`config.mk`:
```
export PLATFORM = sky130hd
export DESIGN_NAME = ps2_command_sender
export DESIGN_NICKNAME = d
export VERILOG_FILES = /design/src/rtl/ps2_command_sender.sv
export SDC_FILE = /design/constraint.sdc
export NUM_CORES = 1
export LEC_CHECK = 0
export ABC_AREA = 1
export CORE_ASPECT_RATIO = 2
export CORE_UTILIZATION = 63
export CTS_BUF_LIST = sky130_fd_sc_hd__clkbuf_8
export CTS_CLUSTER_SIZE = 12
export DETAILED_ROUTE_END_ITERATION = 6
export PLACE_DENSITY = 0.83
export REMOVE_ABC_BUFFERS = 1
export SETUP_SLACK_MARGIN = 0.3
export SYNTH_ARGS = -nofsm -noshare
export SYNTH_HDL_FRONTEND = slang
export SYNTH_SLANG_ARGS = --single-unit
```
`constraint.sdc`:
```
create_clock -name CLOCK_50 -period 2.2 [get_ports CLOCK_50]
set_clock_uncertainty 0.05 [all_clocks]
set_input_delay 0.22 -clock CLOCK_50 [delete_from_list [all_inputs] [get_ports CLOCK_50]]
set_output_delay 0.22 -clock CLOCK_50 [all_outputs]
set_load 0.03 [all_outputs]
```
`src/rtl/ps2_command_sender.sv`:
```
`default_nettype none
// ============================================================================
// Module   : ps2_command_sender
// Purpose  : Host-to-device side of a PS2 link. Sends one command byte over
//            the open-drain PS2_CLK / PS2_DAT lines. It then checks for the
//            device acknowledge and reports success, no-ack or timeout.
// Revision : 1.0  initial release
// ----------------------------------------------------------------------------
// Ports
//   CLOCK_50                   in   system clock (50 MHz)
//   resetn                     in   synchronous reset, active-high
//   commandToSend[7:0]         in   command byte, latched on accept
//   sendCommand                in   request strobe, accepted only when idle
//   ps2_clk_in / ps2_dat_in    in   raw line levels (asynchronous)
//   ps2_clk_drive_low          out  1 = pull PS2_CLK low, 0 = release
//   ps2_dat_drive_low          out  1 = pull PS2_DAT low, 0 = release
//   busy                       out  accept .. result pulse, inclusive
//   commandWasSent             out  1-cycle pulse, acked and lines idle
//   errorCommunicationTimedOut out  1-cycle pulse, start/transfer timeout
//   errorNoAck                 out  1-cycle pulse, ack bit sampled high
// ============================================================================
module ps2_command_sender #(
  parameter int INHIBIT_CYCLES       = 6000,
  parameter int START_HOLD_CYCLES    = 20,
  parameter int START_TIMEOUT_CYCLES = 750000,
  parameter int XFER_TIMEOUT_CYCLES  = 100000,
  parameter int CNT_W                = 20
) (
  input  logic       CLOCK_50,
  input  logic       resetn,
  input  logic [7:0] commandToSend,
  input  logic       sendCommand,
  input  logic       ps2_clk_in,
  input  logic       ps2_dat_in,
  output logic       ps2_clk_drive_low,
  output logic       ps2_dat_drive_low,
  output logic       busy,
  output logic       commandWasSent,
  output logic       errorCommunicationTimedOut,
  output logic       errorNoAck
);

  localparam logic [CNT_W-1:0] INHIBIT_LAST  = CNT_W'(INHIBIT_CYCLES - 1);
  localparam logic [CNT_W-1:0] START_LAST    = CNT_W'(START_HOLD_CYCLES - 1);
  localparam logic [CNT_W-1:0] START_TO_LAST = CNT_W'(START_TIMEOUT_CYCLES - 1);
  localparam logic [CNT_W-1:0] XFER_TO_LAST  = CNT_W'(XFER_TIMEOUT_CYCLES - 1);

  typedef enum logic [3:0] {
    IDLE       = 4'd0,
    INHIBIT    = 4'd1,
    START      = 4'd2,
    WAIT_FIRST = 4'd3,
    SEND       = 4'd4,
    WAIT_ACK   = 4'd5,
    WAIT_IDLE  = 4'd6,
    DONE       = 4'd7,
    ERR_TO     = 4'd8,
    ERR_NOACK  = 4'd9
  } state_t;

  state_t           state;
  logic [CNT_W-1:0] timer;
  logic [3:0]       bit_idx;
  logic [7:0]       data;
  logic             parity;

  // Two-flop synchronisers. clk_prev is one stage further down the chain and
  // holds the previous synced CLK level, which the edge detector needs.
  logic clk_meta, clk_sync, clk_prev;
  logic dat_meta, dat_sync;

  // Reset the synchronisers to the idle-high line level. This stops a
  // false fall from being seen straight out of reset.
  always_ff @(posedge CLOCK_50) begin
    if (resetn) begin
      clk_meta <= 1'b1;
      clk_sync <= 1'b1;
      clk_prev <= 1'b1;
      dat_meta <= 1'b1;
      dat_sync <= 1'b1;
    end else begin
      clk_meta <= ps2_clk_in;
      clk_sync <= clk_meta;
      clk_prev <= clk_sync;
      dat_meta <= ps2_dat_in;
      dat_sync <= dat_meta;
    end
  end

  logic             fall;
  logic             start_expired;
  logic             xfer_expired;
  logic [CNT_W-1:0] timer_inc;

  assign fall          = clk_prev & ~clk_sync;
  assign start_expired = (timer >= START_TO_LAST);
  assign xfer_expired  = (timer >= XFER_TO_LAST);
  // The timer saturates rather than wrapping, so an expiry cannot be missed.
  assign timer_inc     = (timer == {CNT_W{1'b1}}) ? timer : timer + 1'b1;

  always_ff @(posedge CLOCK_50) begin
    if (resetn) begin
      state                      <= IDLE;
      timer                      <= '0;
      bit_idx                    <= '0;
      data                       <= '0;
      parity                     <= 1'b0;
      ps2_clk_drive_low          <= 1'b0;
      ps2_dat_drive_low          <= 1'b0;
      busy                       <= 1'b0;
      commandWasSent             <= 1'b0;
      errorCommunicationTimedOut <= 1'b0;
      errorNoAck                 <= 1'b0;
    end else begin
      // Result outputs are single-cycle pulses unless a state re-asserts them.
      commandWasSent             <= 1'b0;
      errorCommunicationTimedOut <= 1'b0;
      errorNoAck                 <= 1'b0;

      case (state)
        IDLE: begin
          ps2_clk_drive_low <= 1'b0;
          ps2_dat_drive_low <= 1'b0;
          busy              <= 1'b0;
          if (sendCommand) begin
            data              <= commandToSend;
            parity            <= ~^commandToSend;
            timer             <= '0;
            bit_idx           <= '0;
            busy              <= 1'b1;
            ps2_clk_drive_low <= 1'b1;
            state             <= INHIBIT;
          end
        end

        INHIBIT: begin
          if (timer >= INHIBIT_LAST) begin
            timer             <= '0;
            ps2_dat_drive_low <= 1'b1;
            state             <= START;
          end else begin
            timer <= timer_inc;
          end
        end

        START: begin
          // Releasing CLK while DAT stays low is the request-to-send
          // condition. The low DAT level is the start bit.
          if (timer >= START_LAST) begin
            timer             <= '0;
            ps2_clk_drive_low <= 1'b0;
            state             <= WAIT_FIRST;
          end else begin
            timer <= timer_inc;
          end
        end

        WAIT_FIRST: begin
          // The expiry check comes first so that a timeout wins over a
          // fall that arrives in the same cycle.
          if (start_expired) begin
            ps2_dat_drive_low          <= 1'b0;
            errorCommunicationTimedOut <= 1'b1;
            state                      <= ERR_TO;
          end else if (fall) begin
            ps2_dat_drive_low <= ~data[0];
            bit_idx           <= 4'd1;
            timer             <= '0;
            state             <= SEND;
          end else begin
            timer <= timer_inc;
          end
        end

        SEND, WAIT_ACK, WAIT_IDLE: begin
          // One transfer budget covers the span from the first fall to
          // the point where the lines go idle.
          if (xfer_expired) begin
            ps2_clk_drive_low          <= 1'b0;
            ps2_dat_drive_low          <= 1'b0;
            errorCommunicationTimedOut <= 1'b1;
            state                      <= ERR_TO;
          end else begin
            timer <= timer_inc;
            case (state)
              SEND: begin
                if (fall) begin
                  bit_idx <= bit_idx + 4'd1;
                  if (bit_idx == 4'd9) begin
                    ps2_dat_drive_low <= 1'b0;     // stop bit: line released
                    state             <= WAIT_ACK;
                  end else if (bit_idx == 4'd8) begin
                    ps2_dat_drive_low <= ~parity;
                  end else begin
                    ps2_dat_drive_low <= ~data[bit_idx[2:0]];
                  end
                end
              end
              WAIT_ACK: begin
                if (fall) begin
                  if (!dat_sync) begin
                    state <= WAIT_IDLE;
                  end else begin
                    errorNoAck <= 1'b1;
                    state      <= ERR_NOACK;
                  end
                end
              end
              WAIT_IDLE: begin
                if (clk_sync && dat_sync) begin
                  commandWasSent <= 1'b1;
                  state          <= DONE;
                end
              end
              default: ;
            endcase
          end
        end

        // The pulse is on the outputs during this cycle. busy drops after it.
        DONE, ERR_TO, ERR_NOACK: begin
          ps2_clk_drive_low <= 1'b0;
          ps2_dat_drive_low <= 1'b0;
          busy              <= 1'b0;
          state             <= IDLE;
        end

        default: begin
          ps2_clk_drive_low <= 1'b0;
          ps2_dat_drive_low <= 1'b0;
          busy              <= 1'b0;
          state             <= IDLE;
        end
      endcase
    end
  end

endmodule
`default_nettype wire

```
==> flow_summary.json, run 1 <==
{
  "grt_pass1_wl_um": 18500,
  "dp_hpwl_um": 8630,
  "slew_viol_final": 0,
  "ir_drop_v": 0.000951,
  "fin_cells": 729,
  "hold_violations": 0,
  "synth_top_area_share": 0.267,
  "path_class": "flip-flop to flip-flop",
  "hold_depth": 1,
  "yosys-top-cells-area": "dfxtp_1, nand2_1, nand3_1",
  "antenna_found_initial": 0,
  "fin_nets": 685,
  "num_rows": 38,
  "arrival_ps": 2180,
  "powerDensity_nw_per_um2": 864,
  "end_kind": "flip-flop",
  "gr-total-overflow": 0,
  "dp.cells": 704,
  "drive_gt1_frac": 0.230,
  "cts-root-buf": "clkbuf_8",
  "maxUsedRoutingLayer": "met4",
  "place_area_um2": 3910,
  "rr_worst_depth": 13,
  "drc": 1,
  "worstMarginPinSlew_ps": 618,
  "syn2layout_area_growth_pct": 24.4,
  "first_iter_violations": 449,
  "grt_max_degree": 22,
  "slew_headroom": 0.588,
  "synth_edf_count": 0,
  "crit_fanout": 5,
  "htree_levels": 2,
  "avgSynthCellArea_um2": 5.78,
  "cts.sinks": 48,
  "io_pins": 19,
  "ys.warnings.count": 0,
  "drt-total-wl_um": 12500,
  "worstHoldPathType": "flip-flop to flip-flop",
  "yosysTopAreaCell": "dfxtp_1",
  "dp_slack_ps": 184,
  "violations": "design-rule violations",
  "wl_per_cell_um": 17.2,
  "drtPass1Iterations": 7,
  "grt.total_usage": 0.392,
  "ys_types": 33,
  "clk_pin_slew_worst_paths_ps": 90,
  "hold_buffers": 0,
  "die-area_um2": 6050,
  "outcome": "complete, but fails checks",
  "synth_ff_type": "dfxtp_1",
  "timing.hold.ws_ps": 387,
  "routed_via_density": 6.04,
  "finalCritPeriodShare": 0.907,
  "vias": 4405,
  "wl_met1_um": 4100,
  "initial_core_util": 0.659,
  "yosysSeqAreaShare": 0.267,
  "core_um2": 5470,
  "die_x_um": 55.5,
  "cts_buffers": 5,
  "rsz0062_at_grt": "true",
  "setup-tns-final_ps": 0,
  "fin_crit_ps": 2000,
  "cap_viol_max_count": 0,
  "final_area_um2": 4490,
  "setup_viol": 0,
  "antenna_cells": 0,
  "grt_pass1_vias": 4148,
  "die_h_um": 109,
  "ant_nets": 0,
  "cp-start-kind": "flip-flop",
  "cts_tree": "done",
  "io_buffer_count": 18,
  "clk_latency_ps": 320,
  "netlist_area_um2": 3600,
  "wl_met2_um": 6510,
  "clockBufferDepth": 2,
  "worst_slack_ps": 204,
  "leakagePower_nw": 2.10,
  "reg2reg_slack_ps": 200,
  "synth_seq_cells": 48,
  "gp_congestion": 1.07,
  "cp.required_ps": 2390,
  "wl_met3_um": 827,
  "syn_inst": 624,
  "async_reset_ff_frac": 0,
  "fmax_ghz": 0.501
}
sequential cells by signal (all words and copies together) (netlist names):
signal / flops
timer: 20
data: 8
bit_idx: 4
state: 4
busy: 1
clk_meta: 1
clk_prev: 1
clk_sync: 1
commandWasSent: 1
dat_meta: 1
dat_sync: 1
errorCommunicationTimedOut: 1
errorNoAck: 1
parity: 1
ps2_clk_drive_low: 1
ps2_dat_drive_low: 1
timing repair:
action                                  in CTS  in global routing
hold endpoints to repair                     0                  0
pin swaps                                    3                 13
gates resized for setup                     23                 83
endpoints found under the setup margin      26                 36
setup buffers                                3                 12
cloned                                       0                  2
cells in the mapped netlist, types with 7 or more instances:
library cell and count:
nor2_1 78, inv_1 74, a21oi_1 41, xnor2_1 7, dfxtp_1 48, nand2_1 209, o21ai_0 20, nand3_1 62
nand2_2 8
critical path, cell delays in order, from the launching register on:
cell	delay, ps
dfxtp_2	450
nand2_4	110
inv_2	60
nand2_1	70
nor2_1	170
nand3_2	120
nand3_4	140
nand2_4	80
nand2_4	90
nor2_8	60
buf_12	130
nand2_1	80
nand3_1	100
nor2_1	190
final timing paths:
| kind | end | startpoint |
|---|---|---|
| setup / recovery | timer[6] | timer[9] |
| hold / removal | clk_sync | clk_meta |
| setup reg to reg | timer[6] | timer[9] |
| hold reg to reg | clk_sync | clk_meta |
cells in the final DEF (no fill, tap or decap), drive strengths merged:
cell	instances
clkbuf	6
nand2	221
o21ai	21
dfxtp	48
bufinv	1
o22ai	1
nor2	84
clkinv	1
buf	35
o211ai	2
o21bai	1
nand3	67
inv	80
clkinvlp	1
a21oi	43
or2	5
xor2	5
nor3	6
ha	4
nor4	4
nand4	7
xnor2	7
and2	1
clkdlybuf4s50	18
report_power, final:
group | switching (W) | internal [W]
sequential | 0.000124 | 0.00100
combinational | 0.00132 | 0.000776
clock | 0.000319 | 0.000337
total | 0.00176 | 0.00211
metal layers:
layer,track usage,vias up
met2,0.750,269
li1,-,2055
met1,0.349,1986
met4,0.332,0
met5,0,-
met3,0.0617,95
cell families after synthesis:
| logic type | after synthesis | share of synthesized area |
|---|---|---|
| AO/OA/AOI/OAI | 68 | 0.0989 |
| XOR/XNOR | 12 | 0.0292 |
| adder cells (fa/ha/maj) | 4 | 0.0139 |
| buffers and inverters | 98 | 0.114 |
| flip-flops | 48 | 0.267 |
| AND/OR/NAND/NOR | 394 | 0.478 |
per-stage QoR:
step,power [W],util
floorplan,0.00227,-
global placement,0.00279,0.716
detailed placement,0.00284,0.716
CTS,0.00358,0.754
global route,0.00411,0.820
finish,0.00388,0.820
final cells by class:
| cell class | count | area, µm² |
|---|---|---|
| Multi-Input combinational cell | 479 | 2480 |
| Sequential cell | 48 | 1020 |
| Fill cell | 418 | 982 |
| Timing Repair Buffer | 54 | 500 |
| Inverter | 80 | 303 |
| Tap cell | 60 | 75.1 |
| Clock buffer | 5 | 68.8 |
| Clock inverter | 3 | 42.5 |
Power figures use the tool's default switching activity.
==> inputs of run 2 (changes only) <==
--- a/config.mk
+++ b/config.mk
@@ -9,7 +9,6 @@
 export CORE_ASPECT_RATIO = 2
 export CORE_UTILIZATION = 63
 export CTS_BUF_LIST = sky130_fd_sc_hd__clkbuf_8
-export CTS_CLUSTER_SIZE = 12
 export DETAILED_ROUTE_END_ITERATION = 6
 export PLACE_DENSITY = 0.83
 export REMOVE_ABC_BUFFERS = 1
==> results of run 2 <==
Same layout as run 1: the final DEF is identical, and so are final timing and power.
